--- src/rtl/reg_bank.sv ---
// reg_bank: four WIDTH-bit registers sharing one combinational read bus, with an
//           external load port, a two-state move tracker, a move counter and a sticky error flag.
// Latency: bus is combinational; register loads, xfer_ack, xfer_count and err update on the next rising clk.
// Backpressure: none; strobes and ext_load are accepted every cycle.
// Ports: clk/reset (sync, active-high); R*_write/R*_read strobes; ext_load/ext_sel/ext_data;
//        bus, R0_q..R3_q, xfer_ack (1-cycle pulse), xfer_count (8-bit, wraps), err (sticky).
module reg_bank #(
   parameter int WIDTH = 16
) (
   input  logic             clk,
   input  logic             reset,
   input  logic             R0_write,
   input  logic             R1_write,
   input  logic             R2_write,
   input  logic             R3_write,
   input  logic             R0_read,
   input  logic             R1_read,
   input  logic             R2_read,
   input  logic             R3_read,
   input  logic             ext_load,
   input  logic [1:0]       ext_sel,
   input  logic [WIDTH-1:0] ext_data,
   output logic [WIDTH-1:0] bus,
   output logic [WIDTH-1:0] R0_q,
   output logic [WIDTH-1:0] R1_q,
   output logic [WIDTH-1:0] R2_q,
   output logic [WIDTH-1:0] R3_q,
   output logic             xfer_ack,
   output logic [7:0]       xfer_count,
   output logic             err
);

   localparam logic [0:0] IDLE   = 1'b0;
   localparam logic [0:0] ACTIVE = 1'b1;

   logic [3:0]       wr;
   logic [3:0]       rd;
   logic [WIDTH-1:0] regs [4];
   logic [0:0]       state;
   logic             multi_read;
   logic             one_read;
   logic             any_strobe;
   logic             err_set;

   assign wr = {R3_write, R2_write, R1_write, R0_write};
   assign rd = {R3_read, R2_read, R1_read, R0_read};

   // Clearing the lowest set bit leaves something only if two or more reads are high.
   assign multi_read = ((rd & (rd - 4'd1)) != 4'd0);
   assign one_read   = (rd != 4'd0) && !multi_read;
   assign any_strobe = (wr != 4'd0) || (rd != 4'd0);

   assign err_set = multi_read
                  || ((wr != 4'd0) && (rd == 4'd0))
                  || (ext_load && (state == ACTIVE));

   assign R0_q = regs[0];
   assign R1_q = regs[1];
   assign R2_q = regs[2];
   assign R3_q = regs[3];

   // Conflicting or absent reads leave the bus at zero, so writers then load zero.
   always_comb begin
      bus = '0;
      if (one_read) begin
         case (rd)
            4'b0001: bus = regs[0];
            4'b0010: bus = regs[1];
            4'b0100: bus = regs[2];
            4'b1000: bus = regs[3];
            default: bus = '0;
         endcase
      end
   end

   // ext_load takes priority and blocks every strobe-driven write in the same cycle.
   // A self-move (read and write on one register) reloads that register from the bus, i.e. itself.
   always_ff @(posedge clk) begin
      if (reset) begin
         for (int i = 0; i < 4; i++) regs[i] <= '0;
      end else if (ext_load) begin
         regs[ext_sel] <= ext_data;
      end else begin
         for (int i = 0; i < 4; i++) begin
            if (wr[i]) regs[i] <= bus;
         end
      end
   end

   // A move is any run of cycles with strobes high; it completes on the first all-low cycle.
   always_ff @(posedge clk) begin
      if (reset) begin
         state      <= IDLE;
         xfer_ack   <= 1'b0;
         xfer_count <= 8'd0;
      end else begin
         xfer_ack <= 1'b0;
         case (state)
            IDLE: begin
               if (any_strobe) state <= ACTIVE;
            end
            ACTIVE: begin
               if (!any_strobe) begin
                  state      <= IDLE;
                  xfer_ack   <= 1'b1;
                  xfer_count <= xfer_count + 8'd1;
               end
            end
            default: state <= IDLE;
         endcase
      end
   end

   always_ff @(posedge clk) begin
      if (reset)        err <= 1'b0;
      else if (err_set) err <= 1'b1;
   end

endmodule

--- config.mk ---
export PLATFORM = sky130hd
export DESIGN_NAME = reg_bank
export DESIGN_NICKNAME = d
export VERILOG_FILES = /design/src/rtl/reg_bank.sv
export SDC_FILE = /design/constraint.sdc
export NUM_CORES = 1
export LEC_CHECK = 0
export BUFFER_PORTS_ARGS = -buffer_cell sky130_fd_sc_hd__buf_4
export CELL_PAD_IN_SITES_DETAIL_PLACEMENT = 0
export CELL_PAD_IN_SITES_GLOBAL_PLACEMENT = 1
export CORE_ASPECT_RATIO = 0.7
export CORE_MARGIN = 5
export CORE_UTILIZATION = 30
export CTS_BUF_LIST = sky130_fd_sc_hd__clkbuf_4 sky130_fd_sc_hd__clkbuf_8
export DETAILED_ROUTE_END_ITERATION = 8
export GPL_TIMING_DRIVEN = 1
export HOLD_SLACK_MARGIN = 0.12
export MAX_ROUTING_LAYER = met4
export PLACE_DENSITY_LB_ADDON = 0.05
export SYNTH_ARGS = -nofsm -noshare
export SYNTH_HDL_FRONTEND = slang
export SYNTH_SLANG_ARGS = --single-unit
--- constraint.sdc ---
create_clock -name clk -period 3.15 [get_ports clk]
set_clock_uncertainty 0.2 [all_clocks]
set_input_delay 0.4725 -clock clk [delete_from_list [all_inputs] [get_ports clk]]
set_output_delay 0.4725 -clock clk [all_outputs]
set_load 0.005 [all_outputs]
After elaboration in Yosys (flattened, before gate mapping). Memories as Yosys holds them, arrays and structs flattened. Cells that the tools add are included.

Register bits after elaboration: 11. RAM bits: 64. Input port bits: 29. Output and inout bits: 90. Word-level logic and storage cells: 64. Memories kept: 1.

Memory list: regs (words 4, bits a word 16, rd ports 4, clocked after Yosys merged registers in 0, wr ports 4, line 38) `logic [WIDTH-1:0] regs [4];`.

Add/sub/neg operators: 2. Equality and inequality tests: 4. Multiplexer cells: 32. Bitwise logic cells: 7. Reduce and logical (&&, ||, !) cells: 14.

Operators by type and width (count): $mux W16 (6); $pmux W16 S4 (1); $mux W1 (24); $reduce_or A16 Y1 (1); $reduce_bool A4 Y1 (3); $add A8 B1 Y8 const B (1); $and A4 B4 Y4 (1); $eq A4 B1 Y1 const B (1); $eq A4 B2 Y1 const B (1); $eq A4 B3 Y1 const B (1); $eq A4 B4 Y1 const B (1); $logic_not A4 Y1 (1); $or A1 B1 Y1 (4); $sub A4 B1 Y4 const B (1); $logic_and A1 B1 Y1 (3); $logic_or A1 B1 Y1 (3); $mux W2 (1); $not A1 Y1 (2); $reduce_and A2 Y1 (1); $reduce_or A2 Y1 (1); $logic_not A1 Y1 (1).

Logic depth before layout (Yosys ltp). Gate-level depths: netlist of run 1.

Depth in word-level cells: 8. Mapped depth: 7. Gate-level depth less buffers: 4.

Least setup slack after synthesis of run 1. No wires, ideal clock.

Path type: input-to-output. Start: in R3_read. End: out bus[15]. Arrival: 1.755 ns. Required time: 2.477 ns. Setup slack: 0.723 ns. Stages: 7. Buffers on the path: 3. Path through: buf_6 > nor2b_4 > buf_6 > buf_6 > a22o_1 > a222oi_1 > inv_1.

Cells in the longest elaborated chain, start to end: 6. Elaborated cells on any way between the ends: 12. Classes of those cells: add/sub (1); eq/ne (4); mux (2); bitwise (1); reduce/logical (4).

RTL lines: start: declaration (line 19) `input logic R3_read,`; $sub A4 B1 Y4 (line 49) `assign multi_read = ((rd & (rd - 4'd1)) != 4'd0);`; $and A4 B4 Y4 (line 49); $reduce_bool A4 Y1 (line 49); $logic_not A1 Y1 (line 50) `assign one_read = (rd != 4'd0) && !multi_read;`; $logic_and A1 B1 Y1 (line 50); $mux W16 * (line 65) `if (one_read) begin`; end: declaration (line 23) `output logic [WIDTH-1:0] bus,`.

Mark *: on every way between the ends. The rest lies on a longest branch, timed or not.

Worst setup path in the final report of run 1.
Start: in R3_read. End: out bus[13].

The elaborated chain is that of the path after synthesis.

==> results of run 1 <==
## power by group
| group | leakage [nW] | internal, mW | switching, mW |
|---|---|---|---|
| sequential | 0.777 | 1.14 | 0.0414 |
| clock | 0.101 | 0.356 | 0.357 |
| combinational | 1.17 | 0.142 | 0.165 |
| total | 2.05 | 1.64 | 0.563 |
## final cells by class
cell class                 instances  area, um^2  area share, %
timing repair buffer             131         983           20.0
inverter                          17        63.8           1.29
clock inverter                     2        11.3          0.228
multi-input combinational        220        1360           27.5
clock buffer                      14         174           3.53
tap                              157         196           3.99
sequential                        75        2140           43.5
## sequential cells by signal (all words and copies together) (netlist names)
register	cells
err	1
regs	64
state	1
xfer_ack	1
xfer_count	8
## through the flow
stage | setup slack (ns) | utilization [%] | power, mW
after floorplan | 0.723 | - | 1.30
after CTS | 0.534 | 41.7 | 2.22
after global routing | 0.336 | 41.7 | 2.30
final | 0.536 | 41.7 | 2.20
after detailed placement | 0.539 | 40.2 | 1.52
after global placement | 0.543 | 40.2 | 1.52
## kinds of logic after synthesis
kind of cell	share of synthesized area (%)
buf+inv	5.05
fa+ha+maj	0.344
flops	58.9
xor+xnor	0.241
simple gates	14.4
mux	0.275
compound gates	20.9
## routing by layer
metal  GRT usage, %  vias to the layer above
li1               -                     1506
met1           25.6                     1594
met2           28.1                      135
met3           3.98                        9
met4           4.20                        0
met5              -                        -
## cells in the final DEF, fill, tap and decap left out, drive strengths merged, types with 5 or more instances in the layout
master  count
or4         5
o21ai      67
nor2        5
nand2      72
inv        17
a222oi     16
dfxtp      11
a22o       16
a21oi      10
buf       131
clkbuf     14
edfxtp     64
## synth_stat cells
cell / n / area, um^2
xor2_1: 1 / 8.76
nor2b_4: 2 / 27.5
a211o_1: 4 / 35.0
nand3_2: 1 / 10.0
o21ai_1: 4 / 20.0
and4b_1: 1 / 10.0
buf_6: 5 / 56.3
clkinv_1: 1 / 3.75
or3_1: 2 / 12.5
ha_1: 1 / 12.5
or4_1: 5 / 37.5
mux2i_1: 1 / 10.0
nand4_1: 1 / 6.26
nor4b_2: 4 / 60.1
nor4_4: 2 / 42.5
nand3_1: 3 / 15.0
a31o_2: 1 / 8.76
buf_2: 6 / 30.0
nor2_1: 5 / 18.8
dfxtp_1: 11 / 220
nor4_2: 1 / 12.5
o21ai_0: 63 / 315
a21oi_1: 10 / 50.1
a22o_1: 16 / 140
edfxtp_1: 64 / 1920
nand2_1: 72 / 270
a222oi_1: 16 / 160
o31ai_1: 4 / 30.0
clkbuf_1: 9 / 33.8
inv_1: 16 / 60.1
## worst min-delay path by stage
stage	endpoint	slack (ns)
CTS	err	0.20
global route	err	0.21
detailed placement	xfer_count[7]	0.28
floorplan	xfer_count[7]	0.27
finish	err	0.22
global placement	xfer_count[7]	0.27
## worst max-delay path: cells and delay by family
kind / cells / cell delay (ns)
compound gates: 2 / 0.84
buf+inv: 3 / 0.41
simple gates: 1 / 0.21
==> impl_metrics.csv, run 1 <==
group,metric,value,unit
timing,min_period,2.61,ns
placement,dp_hpwl,8560,um
route,wirelength,13100,um
placement,dp_cells,600,
power_and_ir_drop,powerDensity,447,nW/um^2
setup_path,max_stage_delay,0.59,ns
setup_path,cpMostUsedCell,"buf_4",
clocking,post_cts_buffers,0,
timing,hold_ws,0.215,ns
timing,finalSetupViolCount,0,
global_routing,grt_pass1_vias,3248,
setup_path,arrival,1.94,ns
yosys,synth.distinct_cells,30,
setup_path,criticalPathCategory,"primary input to primary output",
layout,finalNonFillerCells,616,
yosys,synth_nets,362,
route,dr_wl_met3,926,um
clocking,cts_hold_buf,0,
setup_path,path_max_fanout,16,
layout,nets,484,
clocking,cts_resized,0,
setup_path,cp.required,2.48,ns
route,vias,3244,
route,drt_iter0_markers,328,
route,ant_nets,0,
timing,rsz0062_at_grt,"no",
yosys,synth_seq_area_share,58.9,%
clocking,insertion_delay,0.35,ns
power_and_ir_drop,leakage,2.05,nW
setup_path,rrSetupSlack,1.25,ns
timing,finalSetupTns,0,ns
power_and_ir_drop,vdd_ir_drop_max,173,uV
route,drc,0,
timing,hold_violations,0,
setup_path,crit_slowest_cell,"a222oi_1",
layout,num_antenna_cells,0,
route,detail_route.vias_per_cell,5.27,
layout,fillers,1171,
setup_path,startpoint,"R3_read",
placement,io_buffers,118,
setup_path,path_cells,"buf_4 -> nor2b_4 -> a22o_1 -> a222oi_1 -> inv_1 -> buf_4",
hold_path,hp-start,"ext_load",
setup_path,startpoint_type,"primary input",
setup_path,end_kind,"primary output",
yosys,syn_area,3640,um^2
timing,tightest_slew,0.904,ns
layout,fin_area,4930,um^2
clocking,root_buffer,"clkbuf_8",
route,drt_first_pass_iters,7,
clocking,clk_pin_slew,0.08,ns
clocking,clock_path_buffers,2,
floorplanning,die_area,14500,um^2
route,wl_met2,6090,um
global_routing,grt_max_degree,21,
clocking,cts_tree,"done",
timing,fin_crit_sh,83.0,%
layout,synthToLayoutAreaGrowth,35.4,%
route,routedWlPerCell,21.3,um
yosys,synth_seq_cells,75,
yosys,synth_cells,332,
global_routing,grt_remaining_overflow,0,
hold_path,whs_path_depth,3,
route,highest_layer,"met4",
setup_path,crit-reg2reg-capture,"regs[2][13]",
global_routing,grt_antenna_before_repair,0,
hold_path,min_path_type,"primary input to flip-flop",
placement,placed_area,4740,um^2
floorplanning,row_count,33,
clocking,cts_htree_levels,3,
setup_path,crit_end,"bus[13]",
layout,drive_gt1_share,34.4,%
setup_path,r2r_start,"regs[2][13]",
yosys,yosys_warnings,0,
status,status,"finished, final reports clean",
placement,gp_congestion,0.757,
clocking,cts.sinks,75,
timing,fmax,383,MHz
job,maxCapViolations,0,
floorplanning,core_area,11800,um^2
setup_path,r2r.worst_path.cells,3,
floorplanning,initial_core_util,30.8,%
floorplanning,io_pins,119,
timing,timing.final.max_slew_violations,0,
timing,slew_headroom,39.7,%
global_routing,grt_pass1_wl,19600,um
clocking,cts_buffers,9,
yosys,synth.avg_cell_area,11.0,um^2
global_routing,grt.total_usage,18.5,%
route,wl_met1,5990,um
floorplanning,die_h,102,um
floorplanning,fp.dieW,142,um
No activity file was read; power rests on OpenSTA's default activity.
==> run 2, diff against run 1 <==
--- a/config.mk
+++ b/config.mk
@@ -5,6 +5,7 @@
 export SDC_FILE = /design/constraint.sdc
 export NUM_CORES = 1
 export LEC_CHECK = 0
+export ABC_AREA = 1
 export BUFFER_PORTS_ARGS = -buffer_cell sky130_fd_sc_hd__buf_4
 export CELL_PAD_IN_SITES_DETAIL_PLACEMENT = 0
 export CELL_PAD_IN_SITES_GLOBAL_PLACEMENT = 1
==> constraint.sdc (replaced) <==
create_clock -name clk -period 2.2 [get_ports clk]
set_clock_uncertainty 0.2 [all_clocks]
set_input_delay 0.33 -clock clk [delete_from_list [all_inputs] [get_ports clk]]
set_output_delay 0.33 -clock clk [all_outputs]
set_load 0.005 [all_outputs]
==> run 2 against run 1 <==
Against the previous run: sequential share of layout area decreased by 7.3 points; non-clock buffer count is 39 higher; die area rose by 15%; worst setup slack lost 0.40 ns; final cell count rose by 35%; synthesized cell count rose by 44%; global-route usage shrank 0.075 points; clock power increased by 65%; critical path type is now primary input to flip-flop; critical endpoint is now regs[3][11]; largest cell class unchanged.
==> impl_metrics.csv, run 2 <==
group,metric,value,unit
layout,multiInputGateArea,1900,um^2
route,wirelength,14900,um
yosys,syn_area,4250,um^2
yosys,synth_nets,507,
setup_path,criticalPathCategory,"primary input to flip-flop",
placement,place_ws,0.0906,ns
clocking,cts_resized,0,
yosys,synth_seq_cells,75,
yosys,synth_seq_area_share,50.4,%
timing,slew_headroom,78.5,%
floorplanning,core_area,13900,um^2
global_routing,grt_antenna_before_repair,0,
floorplanning,die_area,16700,um^2
hold_path,whs_path_depth,5,
timing,min_period,2.07,ns
floorplanning,io_pins,119,
global_routing,grt_pass1_wl,22800,um
clocking,cts_tree,"done",
route,detail_route.vias_per_cell,4.63,
floorplanning,row_count,36,
clocking,insertion_delay,0.35,ns
clocking,cts_buffers,9,
layout,largest_reg_flops,64,
yosys,synth_flop_cell,"edfxtp_1",
yosys,yosysMostFrequentCell,"nand2_1",
clocking,cts.sinks,75,
clocking,root_buffer,"clkbuf_8",
global_routing,globalRoute.busiestLayer,"met2",
power_and_ir_drop,pwr-share-clk,34.6,%
route,ant_nets,0,
setup_path,cp.required,2.05,ns
placement,placed_area,5490,um^2
power_and_ir_drop,intPower,2.53,mW
hold_path,hp-start,"R0_read",
global_routing,met2_usage,29.7,%
layout,num_antenna_cells,0,
status,status,"finished, final reports clean",
layout,top_register,"regs",
power_and_ir_drop,powerDensity,578,nW/um^2
layout,fillers,1419,
power_and_ir_drop,leakage,2.65,nW
setup_path,startpoint_type,"primary input",
yosys,synth.avg_cell_area,8.91,um^2
setup_path,worst-path-buf-inv,3,
layout,regArea,2140,um^2
layout,drive_gt1_share,33.4,%
setup_path,r2r_start,"state",
timing,tightest_slew,0.322,ns
route,drt_iter0_markers,170,
yosys,synthTopCellsByArea,"edfxtp_1, nand2_1, nand3_1",
setup_path,crit_slowest_cell,"dlygate4sd3_1",
setup_path,rrSetupSlack,0.82,ns
global_routing,grt_remaining_overflow,0,
global_routing,use_met1,24.3,%
layout,final_cell_mix,"nand2_1, buf_4, edfxtp_1",
setup_path,cp_top_family,"buffers and inverters",
timing,setup_slack,0.134,ns
setup_path,path_max_fanout,15,
layout,final_common_cell,"nand2_1",
hold_path,min_to,"err",
setup_path,crit-reg2reg-capture,"xfer_count[6]",
job,maxCapViolations,0,
clocking,clk_pin_slew,0.08,ns
yosys,synth-edff-count,64,
yosys,synth_cells,477,
power_and_ir_drop,vdd_ir_drop_max,370,uV
power_and_ir_drop,sequentialPowerShare,49.8,%
clocking,cts_htree_levels,3,
setup_path,arrival,1.91,ns
yosys,synth_top_area_cell,"edfxtp_1",
route,drt_first_pass_iters,4,
yosys,synth.distinct_cells,25,
layout,synthToLayoutAreaGrowth,39.4,%
placement,io_buffers,118,
timing,finalSetupTns,0,ns
layout,top_regs,"regs x64, xfer_count x8",
layout,nets,668,
power_and_ir_drop,switching_share,26.2,%
layout,fin_area,5920,um^2
power_and_ir_drop,combPwrFrac,15.6,%
route,vias,3855,
setup_path,r2r.worst_path.cells,4,
hold_path,min_path_type,"primary input to flip-flop",
floorplanning,fp.dieW,152,um
yosys,yosys_warnings,0,
global_routing,grt.total_usage,18.5,%
setup_path,path_cells,"dlygate4sd3_1 -> buf_4 -> nor2_1 -> nand3_1 -> nand3_1 -> buf_4",
clocking,clock_path_buffers,2,
timing,hold_violations,0,
global_routing,grt_max_degree,22,
floorplanning,initial_core_util,30.5,%
floorplanning,die_h,110,um
placement,dp_hpwl,10900,um
yosys,yosysTopAreaCellShare,45.2,%
yosys,async_flop_share,0,%
timing,timing.final.max_slew_violations,0,
route,drc,0,
power_and_ir_drop,p_sw,0.897,mW
global_routing,grt_pass1_vias,3854,
placement,gp_congestion,0.835,
timing,finalSetupViolCount,0,
setup_path,max_stage_delay,0.54,ns
power_and_ir_drop,power,3.42,mW
timing,rsz0062_at_grt,"no",
yosys,synthTopCellsByCount,"nand2_1, edfxtp_1, nand3_1",
timing,fin_crit_sh,93.9,%
route,routedWlPerCell,17.9,um
global_routing,grtUsageMet3,3.78,%
setup_path,end_kind,"flip-flop",
timing,fmax,484,MHz
## run 2: cell types whose count changed after synthesis, moves of 9 or more
cell and change:
nand2_1 +155, o21ai_0 -58, nand3_1 +53, a222oi_1 -16
a22o_1 -16, nand4_2 +16, nor2_1 +14, nand3_2 +10
nand3_4 +9
## run 2: how the worst max path moves through the flow
stage | startpoint | endpoint | depth (start not counted) | slack, ns
CTS | R1_read | bus[4] | 6 | 0.08
detailed placement | R1_read | bus[4] | 6 | 0.09
finish | reset | regs[3][11] | 6 | 0.13
global placement | R1_read | bus[4] | 6 | 0.15
global route | reset | regs[3][11] | 6 | 0.04
floorplan | reset | regs[0][0] | 3 | 0.45
## run 2: final cells by class
class | instances | area share, %
Clock inverter | 6 | 1.35
Tap cell | 190 | 4.02
Sequential cell | 75 | 36.2
Timing Repair Buffer | 170 | 23.2
Clock buffer | 10 | 2.22
Multi-Input combinational cell | 366 | 32.1
Inverter | 16 | 1.01
## run 2: through the flow
step / hold WS, ns / instances / util (%)
after detailed placement: 0.292 / 796 / 39.5
after global routing: 0.288 / 833 / 42.5
after floorplan: 0.281 / 477 / -
after global placement: 0.286 / 796 / 39.5
final: 0.256 / 833 / 42.5
after CTS: 0.232 / 830 / 42.3
## run 2: worst min-delay path: cells and delay by family
family	cells	cell delay, ns
AOI/OAI and AO/OA	2	0.15
buffers and inverters	2	0.21
and+or+nand+nor	1	0.07
## run 2: logic make-up (layout without fill, tap and decap cells)
family | count (synthesis) | after routing | share of synthesized area [%]
and+or+nand+nor | 351 | 351 | 42.6
DFF | 75 | 75 | 50.4
buffers and inverters | 36 | 202 | 4.89
AOI/OAI and AO/OA | 13 | 13 | 1.56
adders and majority gates | 1 | 1 | 0.295
xor gates and xnor gates | 1 | 1 | 0.206
## run 2: power groups by stage
stage	registers [mW]	logic [mW]	clock network (mW)
2_1_floorplan	1.72	0.183	0
3_3_place_gp	1.74	0.510	0
3_5_place_dp	1.74	0.512	0
4_1_cts	1.70	0.538	1.22
5_1_grt	1.71	0.582	1.27
6_report	1.70	0.535	1.18
## run 2: what timing repair did
item                                   4_1_cts  5_1_grt
endpoints found under the hold margin       73        0
setup endpoints to repair                    0        1
setup buffers                                0        3
hold buffers                                18        0
## run 2: layer usage
metal,wire (um),part of all wire [%]
met5,0,0
met4,189,1.3
met3,775,5.2
met2,6860,46
met1,7050,47
